### config.mk
export PLATFORM = sky130hd
export DESIGN_NAME = seq_divider_8x4
export DESIGN_NICKNAME = d
export VERILOG_FILES = /design/src/rtl/div_pkg.sv /design/src/rtl/full_adder.sv /design/src/rtl/restore_step.sv /design/src/rtl/seq_divider_8x4.sv
export SDC_FILE = /design/constraint.sdc
export NUM_CORES = 1
export LEC_CHECK = 0
export CAP_MARGIN = 20
export CORE_MARGIN = 4
export CORE_UTILIZATION = 51
export CTS_CLUSTER_DIAMETER = 60
export DETAILED_ROUTE_END_ITERATION = 10
export PLACE_DENSITY = 0.86
export SKIP_LAST_GASP = 1
export SLEW_MARGIN = 20
export SYNTH_ARGS = -nofsm -noshare
export SYNTH_HDL_FRONTEND = slang
export SYNTH_HIERARCHICAL = 1
export SYNTH_SLANG_ARGS = --single-unit
### constraint.sdc
create_clock -name clk -period 4.07 [get_ports clk]
set_clock_uncertainty 0.1 [all_clocks]
set_input_delay 0.814 -clock clk [delete_from_list [all_inputs] [get_ports clk]]
set_output_delay 0.814 -clock clk [all_outputs]
set_load 0.02 [all_outputs]
### src/rtl/div_pkg.sv
// rtl/div_pkg.sv - shared types and constants for the sequential divider
package div_pkg;

    localparam int DIV_N  = 4;
    localparam int DIV_W2 = 2 * DIV_N;
    localparam int DIV_CW = $clog2(DIV_W2);

    // Quotient reported when the divisor is zero: all ones
    localparam logic [DIV_W2-1:0] DBZ_QUOTIENT = '1;

    typedef enum logic [1:0] {
        S_IDLE = 2'd0,
        S_RUN  = 2'd1,
        S_DONE = 2'd2
    } state_t;

endpackage

### src/rtl/full_adder.sv
// rtl/full_adder.sv - single-bit full adder cell shared with the multiplier rows
module full_adder (
    input  logic a_i,
    input  logic b_i,
    input  logic c_i,
    output logic s_o,
    output logic c_o
);

    // Plain sum/carry equations
    always_comb begin
        s_o = a_i ^ b_i ^ c_i;
        c_o = (a_i & b_i) | (a_i & c_i) | (b_i & c_i);
    end

endmodule

### src/rtl/restore_step.sv
// rtl/restore_step.sv - one combinational restoring-division step
module restore_step #(
    parameter int N = 4
) (
    input  logic [N:0]   r_i,
    input  logic         q_msb_i,
    input  logic [N-1:0] d_i,
    output logic [N:0]   r_o,
    output logic         q_bit_o
);

    logic [N:0]   t;
    logic [N:0]   d_inv;
    logic [N:0]   diff;
    logic [N+1:0] carry;
    logic         unused_r_msb;

    // R[N] is always zero entering a step; only its low bits shift up
    assign unused_r_msb = r_i[N];
    assign t            = {r_i[N-1:0], q_msb_i};
    assign d_inv        = ~{1'b0, d_i};
    assign carry[0]     = 1'b1;

    // T - D as T + ~D + 1; a final carry of 1 means no borrow, i.e. diff >= 0
    for (genvar i = 0; i <= N; i++) begin : g_row
        full_adder u_fa (
            .a_i (t[i]),
            .b_i (d_inv[i]),
            .c_i (carry[i]),
            .s_o (diff[i]),
            .c_o (carry[i+1])
        );
    end

    // Keep the difference when it fits, otherwise restore T
    always_comb begin
        q_bit_o = carry[N+1];
        r_o     = carry[N+1] ? diff : t;
    end

endmodule

### src/rtl/seq_divider_8x4.sv
// rtl/seq_divider_8x4.sv - iterative restoring divider, 2N-bit by N-bit
module seq_divider_8x4
    import div_pkg::*;
#(
    parameter int N = DIV_N
) (
    input  logic           clk,
    input  logic           rst,
    input  logic           start,
    input  logic [2*N-1:0] dividend,
    input  logic [N-1:0]   divisor,
    output logic           busy,
    output logic           done,
    output logic [2*N-1:0] quotient,
    output logic [N-1:0]   remainder,
    output logic           div_by_zero
);

    localparam int W2 = 2 * N;
    localparam int CW = (W2 > 1) ? $clog2(W2) : 1;
    localparam logic [CW-1:0] LAST_ITER = CW'(W2 - 1);

    state_t          state_q, state_d;
    logic [N:0]      r_q, r_d;
    logic [W2-1:0]   q_q, q_d;
    logic [N-1:0]    d_q, d_d;
    logic [CW-1:0]   cnt_q, cnt_d;
    logic [W2-1:0]   quot_q, quot_d;
    logic [N-1:0]    rem_q, rem_d;
    logic            dbz_q, dbz_d;

    logic [N:0]      r_step;
    logic            q_bit;
    logic [W2-1:0]   q_step;

    restore_step #(.N(N)) u_step (
        .r_i     (r_q),
        .q_msb_i (q_q[W2-1]),
        .d_i     (d_q),
        .r_o     (r_step),
        .q_bit_o (q_bit)
    );

    assign q_step = {q_q[W2-2:0], q_bit};

    // Next-state and datapath update; results only move on entering DONE
    always_comb begin
        state_d = state_q;
        r_d     = r_q;
        q_d     = q_q;
        d_d     = d_q;
        cnt_d   = cnt_q;
        quot_d  = quot_q;
        rem_d   = rem_q;
        dbz_d   = dbz_q;
        case (state_q)
            S_IDLE, S_DONE: begin
                if (start) begin
                    r_d   = '0;
                    q_d   = dividend;
                    d_d   = divisor;
                    cnt_d = '0;
                    dbz_d = 1'b0;
                    if (divisor == '0) begin
                        state_d = S_DONE;
                        quot_d  = {W2{1'b1}};
                        rem_d   = dividend[N-1:0];
                        dbz_d   = 1'b1;
                    end else begin
                        state_d = S_RUN;
                    end
                end else if (state_q == S_DONE) begin
                    state_d = S_IDLE;
                end
            end
            S_RUN: begin
                r_d   = r_step;
                q_d   = q_step;
                cnt_d = cnt_q + 1'b1;
                if (cnt_q == LAST_ITER) begin
                    state_d = S_DONE;
                    cnt_d   = '0;
                    quot_d  = q_step;
                    rem_d   = r_step[N-1:0];
                    dbz_d   = 1'b0;
                end
            end
            default: state_d = S_IDLE;
        endcase
    end

    // State and datapath registers with synchronous reset
    always_ff @(posedge clk) begin
        if (rst) begin
            state_q <= S_IDLE;
            r_q     <= '0;
            q_q     <= '0;
            d_q     <= '0;
            cnt_q   <= '0;
            quot_q  <= '0;
            rem_q   <= '0;
            dbz_q   <= 1'b0;
        end else begin
            state_q <= state_d;
            r_q     <= r_d;
            q_q     <= q_d;
            d_q     <= d_d;
            cnt_q   <= cnt_d;
            quot_q  <= quot_d;
            rem_q   <= rem_d;
            dbz_q   <= dbz_d;
        end
    end

    assign busy        = (state_q == S_RUN);
    assign done        = (state_q == S_DONE);
    assign quotient    = quot_q;
    assign remainder   = rem_q;
    assign div_by_zero = dbz_q;

endmodule
==> out/results.tsv, run 1 <==
stage	metric	value	unit
run_status	status	complete, no violations	
sta	number of setup violations in the final report	0	
sta	setup_tns	0	ns
setup_path	nature of the critical path endpoint	flip-flop	
setup_path	worst path bufs/invs	1	
drt	DRT Pass-1 Iters	4	
drt	drt drc	0	
clock_network	cts hold-fix bufs	0	
sta	Max Clock Freq	296.7	MHz
setup_path	crit-path leading delay family	adder cells	
clock_network	TritonCTS Buffers	5	
global_routing	initial antenna violation count	0	
layout	most frequent cells in the layout	dfxtp_1 (34), clkdlybuf4s50_1 (29), nor2_1 (18)	
die	IO Count	30	
clock_network	CTS tree	done	
sta	Max Slew Vio Count	0	
placed_design	RePlAce Congestion	0.8448	
die	Die H	64.35	um
power	clock power share	28.6	%
layout	# diodes	0	
global_routing	maximum number of pins on one net before global-route repair	35	
sta	RSZ-0062 raised after global routing	false	
setup_path	crit-path most repeated cell	fa_1	
clock_network	clk slew on worst S/H paths	0.11	ns
clock_network	Root Driver	clkbuf_4	
layout	Cell Count, Final, Fillers Out	242	
layout	cell area after layout	0.001982	sq mm
drt	routed vias	1400	
die	Die Wd	64.35	um
synthesis	syn avg cell area	9.524	sq um
setup_path	CP Launch Point	d_q[0]$_SDFFE_PP0P_	
placed_design	dpl cell area	0.001922	sq mm
power	logic gate share of total power	18.2	%
setup_path	Critical Path Source Type	flip-flop	
placed_design	hpwl dp	2676	um
layout	nets@finish	219	
clock_network	Clock Sinks	34	
drt	drt wl/cell	15.95	um
clock_network	H-tree Lvls	2	
setup_path	Critical Path Stages	9	
layout	most common cell after layout, fill and taps aside	dfxtp_1	
power	register share of total power	53.2	%
layout	fillcell total	265	
placed_design	number of buffers added on ports	29	
power	PwrDens	343.6	mW/mm^2
power	Psw	192.6	uW
global_routing	vias in the first global route	1385	
placed_design	Placed Instances	234	
power	Sw Share	28.29	%
sta	final worst-path cycle share	82.82	%
setup_path	worst reg2reg endpoint	remainder[3]$_SDFFE_PP0P_	
setup_path	CP max FO	6	
die	Die ar.	0.004140	sq mm
global_routing	first-pass GRT wire length	6327	um
synthesis	cells after synthesis	170	
drt	Routed WL	3861	um
power	worst vdd ir	0.0002395	V
clock_network	Max clock buf depth	2	
sta	Slew @ Worst Pin	0.8259	ns
sta	Hold Vio Cnt, Final	0	
drt	vias per cell	5.785	
setup_path	Max stage delay on crit path	0.51	ns
setup_path	required time of the critical path	4.18	ns
power	Int Power	488.3	uW
run	Max Cap Viol	0	
setup_path	CP arrival	3.48	ns
layout	area grow syn2layout	22.41	%
power	Tot Pwr	680.9	uW
setup_path	Reg2Reg Setup Slack	0.70	ns
setup_path	FF-to-FF Start	d_q[0]$_SDFFE_PP0P_	
synthesis	Yosys warnings	6	
sta	Fin Hold WS	0.3703	ns
setup_path	critical-path cell list	inv_1 -> fa_1 -> fa_1 -> fa_1 -> fa_1 -> fa_1 -> mux2_2 -> mux2i_1 -> a211oi_2	
power	P_leak	0.7204	nW
setup_path	Slowest-stage cell, CP	fa_1	
clock_network	clock latency on the worst-skew pair	0.34	ns
layout	layout cells sized above 1	15.15	%
hold_path	hold crit path type	flip-flop to flip-flop	
hold_path	Hold Path Stages	2	
global_routing	gr usage total	20.06	%
hold_path	HP Start	d_q[1]$_SDFFE_PP0P_	
synthesis	post-synthesis cell area	0.001619	sq mm
die	Core ar.	0.003053	sq mm
die	initial core utilization	53.03	%
setup_path	CP Class	flip-flop to flip-flop	
sta	min Tclk post-route	3.371	ns
hold_path	Hold Path End	d_q[1]$_SDFFE_PP0P_	
clock_network	postcts setup bufs	0	
drt	antenna-violating nets left	0	
die	Core Rows	20	
global_routing	total grt overflow	0	
clock_network	Resize count post-CTS	0	
sta	Slew HR	44.94	%
drt	DR iter-0 viols	63	
setup_path	cell count of the worst reg-to-reg path	9	
==> flip-flops by register name (all words and copies together) (netlist names) <==
signal / cells
q_q: 8
quotient: 8
d_q: 4
r_q: 4
remainder: 4
cnt_q: 3
state_q: 2
div_by_zero: 1
==> layout make-up <==
type | count | area, sq um | share of cell area [%]
Clock inverter | 1 | 5.005 | 0.2525
Clock buffer | 7 | 55.05 | 2.778
Inverter | 5 | 21.27 | 1.073
Timing Repair Buffer | 31 | 305.3 | 15.40
Multi-Input combinational cell | 120 | 859.6 | 43.37
Sequential cell | 34 | 680.7 | 34.34
Tap cell | 44 | 55.05 | 2.778
==> worst max path at each step <==
stage | slack [ns] | endpoint
after floorplan | 0.94 | remainder[1]$_SDFFE_PP0P_
after global placement | 0.88 | remainder[0]$_SDFFE_PP0P_
after detailed placement | 0.76 | remainder[2]$_SDFFE_PP0P_
after CTS | 0.73 | remainder[2]$_SDFFE_PP0P_
after global routing | 0.63 | remainder[3]$_SDFFE_PP0P_
final | 0.70 | remainder[3]$_SDFFE_PP0P_
==> per-layer routing <==
layer  share of wire, %  vias to the layer above  GRT usage (%)
li1                   -                      658              -
met5                  0                        -              0
met3                5.1                       11          5.800
met4                2.7                        0          9.763
met2                 50                       49          32.60
met1                 42                      682          24.13
==> through the flow <==
| step | util [%] | setup slack (ns) |
|---|---|---|
| 2_1_floorplan | - | 0.9400 |
| 3_3_place_gp | 62.95 | 0.8812 |
| 3_5_place_dp | 62.95 | 0.7567 |
| 4_1_cts | 64.92 | 0.7336 |
| 5_1_grt | 64.92 | 0.6333 |
| 6_report | 64.92 | 0.6992 |
==> power by group through the flow <==
stage                     combinational, mW  sequential (mW)  clock [mW]
after floorplan                      0.0820            0.369           0
after global placement                0.118            0.368           0
after detailed placement              0.122            0.370           0
after CTS                             0.123            0.362       0.198
after global routing                  0.135            0.364       0.215
final                                 0.124            0.362       0.195
==> worst min-delay path, stage by stage (launching register included) <==
cell and delay, ns:
dfxtp_1 0.33, nand2_1 0.05, a21oi_1 0.05
No activity file was read; power rests on OpenSTA's default activity.
==> run 2, diff against run 1 <==
==> constraint.sdc (replaced) <==
create_clock -name clk -period 3.25 [get_ports clk]
set_clock_uncertainty 0.1 [all_clocks]
set_input_delay 0.65 -clock clk [delete_from_list [all_inputs] [get_ports clk]]
set_output_delay 0.65 -clock clk [all_outputs]
set_load 0.02 [all_outputs]
==> run 2 against run 1 <==
Effect of this change:
- power grew 26%
- largest cell class unchanged
- largest power group unchanged
- via count shrank 1.4%
- highest routed layer unchanged
- register-to-register slack lost 0.58 ns
- critical path type unchanged
==> out/results.tsv, run 2 (synthesized netlist as in run 1, its figures left out) <==
stage	metric	value	unit
power	clock power share	28.9	%
die	Die Wd	64.35	um
drt	highest metal used	met4	
drt	routed wl met3	245	um
drt	DR iter-0 viols	58	
die	Core Rows	20	
setup_path	CP arrival	3.26	ns
drt	routed vias	1381	
power	worst vdd ir	0.0002382	V
power	P_leak	0.7221	nW
global_routing	gr usage total	19.67	%
sta	number of setup violations in the final report	0	
global_routing	total grt overflow	0	
global_routing	first-pass GRT wire length	6334	um
drt	DRT Pass-1 Iters	4	
placed_design	number of buffers added on ports	29	
run_status	status	complete, no violations	
die	Die H	64.35	um
layout	fillcell total	269	
die	initial core utilization	53.03	%
drt	drt drc	0	
layout	most frequent cells in the layout	dfxtp_1 (33), clkdlybuf4s50_1 (29), nor2_1 (18)	
setup_path	required time of the critical path	3.37	ns
sta	RSZ-0062 raised after global routing	false	
drt	Routed WL	3681	um
layout	area grow syn2layout	23.42	%
clock_network	Max clock buf depth	2	
setup_path	Critical Path Source Type	flip-flop	
placed_design	Placed Instances	235	
sta	final worst-path cycle share	96.48	%
layout	# diodes	0	
power	register share of total power	52.7	%
drt	vias per cell	5.683	
layout	most common cell after layout, fill and taps aside	dfxtp_1	
sta	Slew @ Worst Pin	0.8262	ns
drt	wire length on met1	1550	um
sta	setup_tns	0	ns
global_routing	maximum number of pins on one net before global-route repair	35	
clock_network	Clock Sinks	34	
power	PwrDens	430.5	mW/mm^2
run	Max Cap Viol	0	
layout	Cell Count, Final, Fillers Out	243	
clock_network	CTS tree	done	
power	Psw	245.3	uW
clock_network	clock latency on the worst-skew pair	0.34	ns
die	IO Count	30	
clock_network	postcts setup bufs	0	
power	logic gate share of total power	18.4	%
sta	Max Slew Vio Count	0	
setup_path	CP max FO	6	
clock_network	TritonCTS Buffers	5	
sta	Slew HR	44.92	%
die	Die ar.	0.004140	sq mm
global_routing	vias in the first global route	1389	
sta	Hold Vio Cnt, Final	0	
placed_design	RePlAce Congestion	0.8323	
drt	drt wl/cell	15.15	um
clock_network	cts hold-fix bufs	0	
clock_network	clk slew on worst S/H paths	0.10	ns
die	Core ar.	0.003053	sq mm
drt	Met2 Wirelength	1827	um
layout	nets@finish	220	
power	Int Power	614.8	uW
clock_network	Root Driver	clkbuf_4	
setup_path	nature of the critical path endpoint	flip-flop	
sta	min Tclk post-route	3.136	ns
hold_path	hold crit path type	flip-flop to flip-flop	
sta	Max Clock Freq	318.9	MHz
layout	layout cells sized above 1	17.59	%
clock_network	H-tree Lvls	2	
drt	antenna-violating nets left	0	
placed_design	hpwl dp	2533	um
power	Sw Share	28.52	%
setup_path	CP Class	flip-flop to flip-flop	
global_routing	initial antenna violation count	0	
==> run 2: cell types whose count changed in the layout (fill, tap and decap cells not counted), sizes merged <==
cell | previous run | this run
buf | 2 | 3
==> run 2: power groups by stage <==
stage	clock network, mW	logic, mW	registers [mW]
5_1_grt	0.274	0.173	0.456
4_1_cts	0.251	0.156	0.453
3_5_place_dp	0	0.154	0.462
3_3_place_gp	0	0.149	0.461
6_report	0.249	0.159	0.453
2_1_floorplan	0	0.103	0.462
==> run 2: final cells by class <==
cell class	instances	area, sq um	area share [%]
Inverter	5	21.27	1.064
Tap cell	44	55.05	2.755
Clock inverter	1	5.005	0.2505
Multi-Input combinational cell	120	867.1	43.39
Sequential cell	34	681.9	34.13
Clock buffer	7	55.05	2.755
Timing Repair Buffer	32	312.8	15.65
==> run 2: metal layers <==
metal  global-route usage (%)  up-vias
li1                         -      655
met3                    5.624        7
met1                    24.29      658
met4                    8.179        0
met5                        0        -
met2                    31.96       61
==> run 2: worst paths after layout <==
kind                                          start                   endpoint  slack, ns  depth (start not counted)
worst max-delay path            q_q[7]$_SDFFE_PP0P_  remainder[2]$_SDFFE_PP0P_       0.11                          8
worst min-delay path            d_q[0]$_SDFFE_PP0P_        d_q[0]$_SDFFE_PP0P_       0.37                          2
worst max register to register  q_q[7]$_SDFFE_PP0P_  remainder[2]$_SDFFE_PP0P_       0.11                          8
worst min register to register  d_q[0]$_SDFFE_PP0P_        d_q[0]$_SDFFE_PP0P_       0.37                          2
==> run 2: stage by stage <==
step	utilization [%]	cell area, sq um	setup slack (ns)	total power, mW	hold WS [ns]
after floorplan	-	1623	0.1200	0.5646	0.3363
after global placement	63.20	1929	0.06703	0.6095	0.3472
after detailed placement	63.20	1929	-0.05327	0.6159	0.3585
after CTS	65.25	1992	0.03704	0.8595	0.3727
after global routing	65.45	1998	0.01365	0.9037	0.3973
final	65.45	1998	0.1142	0.8602	0.3690
==> run 2: what timing repair did <==
action                                  in CTS  in global routing
pin swaps                                    0                  1
endpoints found under the setup margin       4                  4
gates resized for setup                      1                  3
==> run 2: critical path, cell delays in order (launching register included) <==
cell and delay [ns]:
dfxtp_1 0.35, fa_1 0.44, fa_2 0.35, fa_1 0.40, fa_2 0.37, fa_2 0.44
mux2_2 0.31, mux2i_1 0.18, a211oi_2 0.09
==> run 3, diff against run 2 <==
--- a/config.mk
+++ b/config.mk
@@ -7,7 +7,7 @@
 export LEC_CHECK = 0
 export CAP_MARGIN = 20
 export CORE_MARGIN = 4
-export CORE_UTILIZATION = 51
+export CORE_UTILIZATION = 50
 export CTS_CLUSTER_DIAMETER = 60
 export DETAILED_ROUTE_END_ITERATION = 10
 export PLACE_DENSITY = 0.86
@@ -15,5 +15,4 @@
 export SLEW_MARGIN = 20
 export SYNTH_ARGS = -nofsm -noshare
 export SYNTH_HDL_FRONTEND = slang
-export SYNTH_HIERARCHICAL = 1
 export SYNTH_SLANG_ARGS = --single-unit
==> run 3 against run 2 <==
Effect of this change:
- global-route usage shrank 0.46 points
- first-iteration DRC count down 26%
- power down 2.5%
- via count decreased by 5.4%
- sequential power is essentially flat
- wire length fell by 4.4%
- combinational power about the same
- flip-flop and latch count is the same
- register-to-register slack improved by 0.17 ns
- sequential share of layout area up 2.2 points
- clock-buffer cell count down 1
- synthesized area decreased by 7.0%
- largest cell class unchanged
==> out/results.tsv, run 3 <==
stage	metric	value	unit
run	Max Cap Viol	0	
setup_path	CP Class	flip-flop to flip-flop	
die	initial core utilization	53.25	%
die	Core ar.	0.002829	sq mm
sta	number of setup violations in the final report	0	
setup_path	CP arrival	3.15	ns
sta	min Tclk post-route	2.970	ns
clock_network	clk slew on worst S/H paths	0.09	ns
layout	# diodes	0	
run_status	status	complete, no violations	
drt	drt wl/cell	16.15	um
global_routing	gr usage total	19.21	%
clock_network	Max clock buf depth	2	
global_routing	most used routing layer	met2	
drt	DR iter-0 viols	43	
synthesis	sequential share of the synthesized area	45.18	%
setup_path	worst path bufs/invs	2	
die	Die ar.	0.003955	sq mm
placed_design	hpwl dp	2619	um
synthesis	post-synthesis cell area	0.001506	sq mm
setup_path	cell count of the worst reg-to-reg path	10	
setup_path	Reg2Reg Setup Slack	0.28	ns
synthesis	post-synthesis cell type count	37	
sta	setup_tns	0	ns
synthesis	Post-synth EDFFs	0	
setup_path	Critical Path Stages	10	
layout	nets@finish	209	
clock_network	Root Driver	clkbuf_4	
setup_path	Max stage delay on crit path	0.45	ns
layout	most common cell after layout, fill and taps aside	dfxtp_1	
placed_design	RePlAce Congestion	0.8063	
sta	Max Slew Vio Count	0	
global_routing	initial antenna violation count	0	
layout	most frequent cells in the layout	dfxtp_1 (34), clkdlybuf4s50_1 (29), nand2_1 (21)	
synthesis	main combinational cell family by area after synthesis	compound AO/OA/AOI/OAI gates	
layout	fillcell total	242	
synthesis	Synth Area in Adders	6.478	%
synthesis	asr flop ratio synth	0	%
power	P_leak	0.6902	nW
global_routing	vias in the first global route	1315	
hold_path	hold crit path type	flip-flop to flip-flop	
clock_network	H-tree Lvls	2	
setup_path	Worst setup endpoint	remainder[3]$_SDFFE_PP0P_	
layout	post-layout util	66.17	%
synthesis	Yosys warnings	0	
synthesis	Synth Net Count	178	
setup_path	nature of the critical path endpoint	flip-flop	
drt	drt drc	0	
setup_path	Slowest-stage cell, CP	fa_1	
clock_network	clock latency on the worst-skew pair	0.33	ns
global_routing	maximum number of pins on one net before global-route repair	29	
drt	antenna-violating nets left	0	
synthesis	post-synth top area cell	dfxtp_1	
setup_path	CP Launch Point	q_q[7]$_SDFFE_PP0P_	
sta	final worst-path cycle share	91.38	%
die	IO Count	30	
layout	layout cells sized above 1	11.76	%
synthesis	top cells by count, synth	dfxtp_1 (34), nand2_1 (21), nor2_1 (20), a21oi_1 (11), o221a_1 (7)	
synthesis	Synth top area share	45.18	%
sta	Slew HR	67.39	%
clock_network	Resize count post-CTS	0	
global_routing	met3 Usage GRT	7.374	%
clock_network	Clock Sinks	34	
synthesis	post-synthesis simple-gate area fraction	16.94	%
setup_path	FF-to-FF Start	q_q[7]$_SDFFE_PP0P_	
die	Core Rows	19	
synthesis	post-synthesis compound-gate area fraction	24.67	%
die	Die Wd	62.89	um
power	PwrDens	448.2	mW/mm^2
power	worst vdd ir	0.0002358	V
setup_path	crit-path leading delay family	adder cells	
clock_network	postcts setup bufs	0	
sta	Hold Vio Cnt, Final	0	
global_routing	total grt overflow	0	
sta	Fin Hold WS	0.3666	ns
global_routing	first-pass GRT wire length	5920	um
sta	Max Clock Freq	336.7	MHz
setup_path	Critical Path Source Type	flip-flop	
drt	Routed WL	3520	um
setup_path	required time of the critical path	3.43	ns
layout	area grow syn2layout	24.25	%
synthesis	XOR/XNOR share of the synthesized area	0	%
setup_path	CP max FO	5	
clock_network	cts hold-fix bufs	0	
global_routing	GR met1 Demand/Resource	22.68	%
drt	vias per cell	5.995	
setup_path	crit-path most repeated cell	fa_1	
synthesis	syn avg cell area	9.595	sq um
placed_design	number of buffers added on ports	29	
drt	DRT Pass-1 Iters	4	
synthesis	cell with the most instances after synthesis	dfxtp_1	
synthesis	ys flop type	dfxtp_1	
sta	Slew @ Worst Pin	0.4891	ns
die	Die H	62.89	um
setup_path	critical-path cell list	inv_1 -> ha_1 -> inv_1 -> fa_1 -> fa_1 -> fa_1 -> nor2_2 -> mux2i_1 -> a2111oi_1 -> a31o_1	
clock_network	TritonCTS Buffers	5	
setup_path	worst reg2reg endpoint	remainder[3]$_SDFFE_PP0P_	
synthesis	Area contributors post-synth	dfxtp_1 (45%), nand2_1 (5.2%), o221a_1 (5.2%), nor2_1 (5.0%), fa_1 (4.0%)	
synthesis	cells after synthesis	157	
synthesis	mux contribution to synthesized area	1.993	%
hold_path	HP Start	d_q[3]$_SDFFE_PP0P_	
drt	routed vias	1307	
global_routing	met2 Use GR	31.23	%
clock_network	CTS tree	done	
sta	RSZ-0062 raised after global routing	false	
synthesis	Yosys reg bits	34	
run 3: worst reg2reg max path: cells and delay by family, from the launching register on:
family	cells	cell delay, ns
adder cells (fa/ha/maj)	4	1.42
AND/OR/NAND/NOR	1	0.27
AO/OA/AOI/OAI	2	0.53
flip-flops	1	0.34
buffers and inverters	2	0.11
multiplexers	1	0.15
run 3: cell type report:
cell class / instances / area, sq um / area share [%]
inverters: 7 / 26.28 / 1.404
flip-flops and latches: 34 / 680.7 / 36.36
well taps: 31 / 38.79 / 2.072
repair buffers: 33 / 320.3 / 17.11
multi-input cells: 107 / 754.5 / 40.31
clock buffers: 6 / 51.30 / 2.741
run 3: stage by stage:
stage | instance area [sq um] | std cells | setup slack, ns | total power [mW]
2_1_floorplan | 1506 | 157 | 0.4650 | 0.5650
3_3_place_gp | 1821 | 212 | 0.4054 | 0.6125
3_5_place_dp | 1821 | 212 | 0.2698 | 0.6193
4_1_cts | 1872 | 218 | 0.2652 | 0.8402
5_1_grt | 1872 | 218 | 0.1077 | 0.8853
6_report | 1872 | 218 | 0.2802 | 0.8389
run 3: worst min path at each step:
stage | endpoint | cells after the start | slack [ns]
after global placement | d_q[2]$_SDFFE_PP0P_ | 2 | 0.35
after detailed placement | d_q[3]$_SDFFE_PP0P_ | 2 | 0.36
final | d_q[3]$_SDFFE_PP0P_ | 2 | 0.37
after global routing | d_q[1]$_SDFFE_PP0P_ | 2 | 0.38
after CTS | d_q[3]$_SDFFE_PP0P_ | 2 | 0.37
after floorplan | d_q[1]$_SDFFE_PP0P_ | 2 | 0.34
run 3: power by group:
group | switching [mW] | internal (mW)
combinational | 0.0872 | 0.0693
sequential | 0.0171 | 0.438
clock | 0.130 | 0.0974
total | 0.234 | 0.605
run 3: logic make-up after synthesis:
group | Yosys count
DFF | 34
muxes | 3
buffers and inverters | 16
adders and majority gates | 6
AOI/OAI and AO/OA | 43
and+or+nand+nor | 55
run 3: layer usage:
| metal | part of all wire (%) | vias up |
|---|---|---|
| met5 | 0 | - |
| met4 | 1.8 | 0 |
| met3 | 6.3 | 8 |
| met2 | 48 | 45 |
| met1 | 43 | 625 |
| li1 | - | 629 |
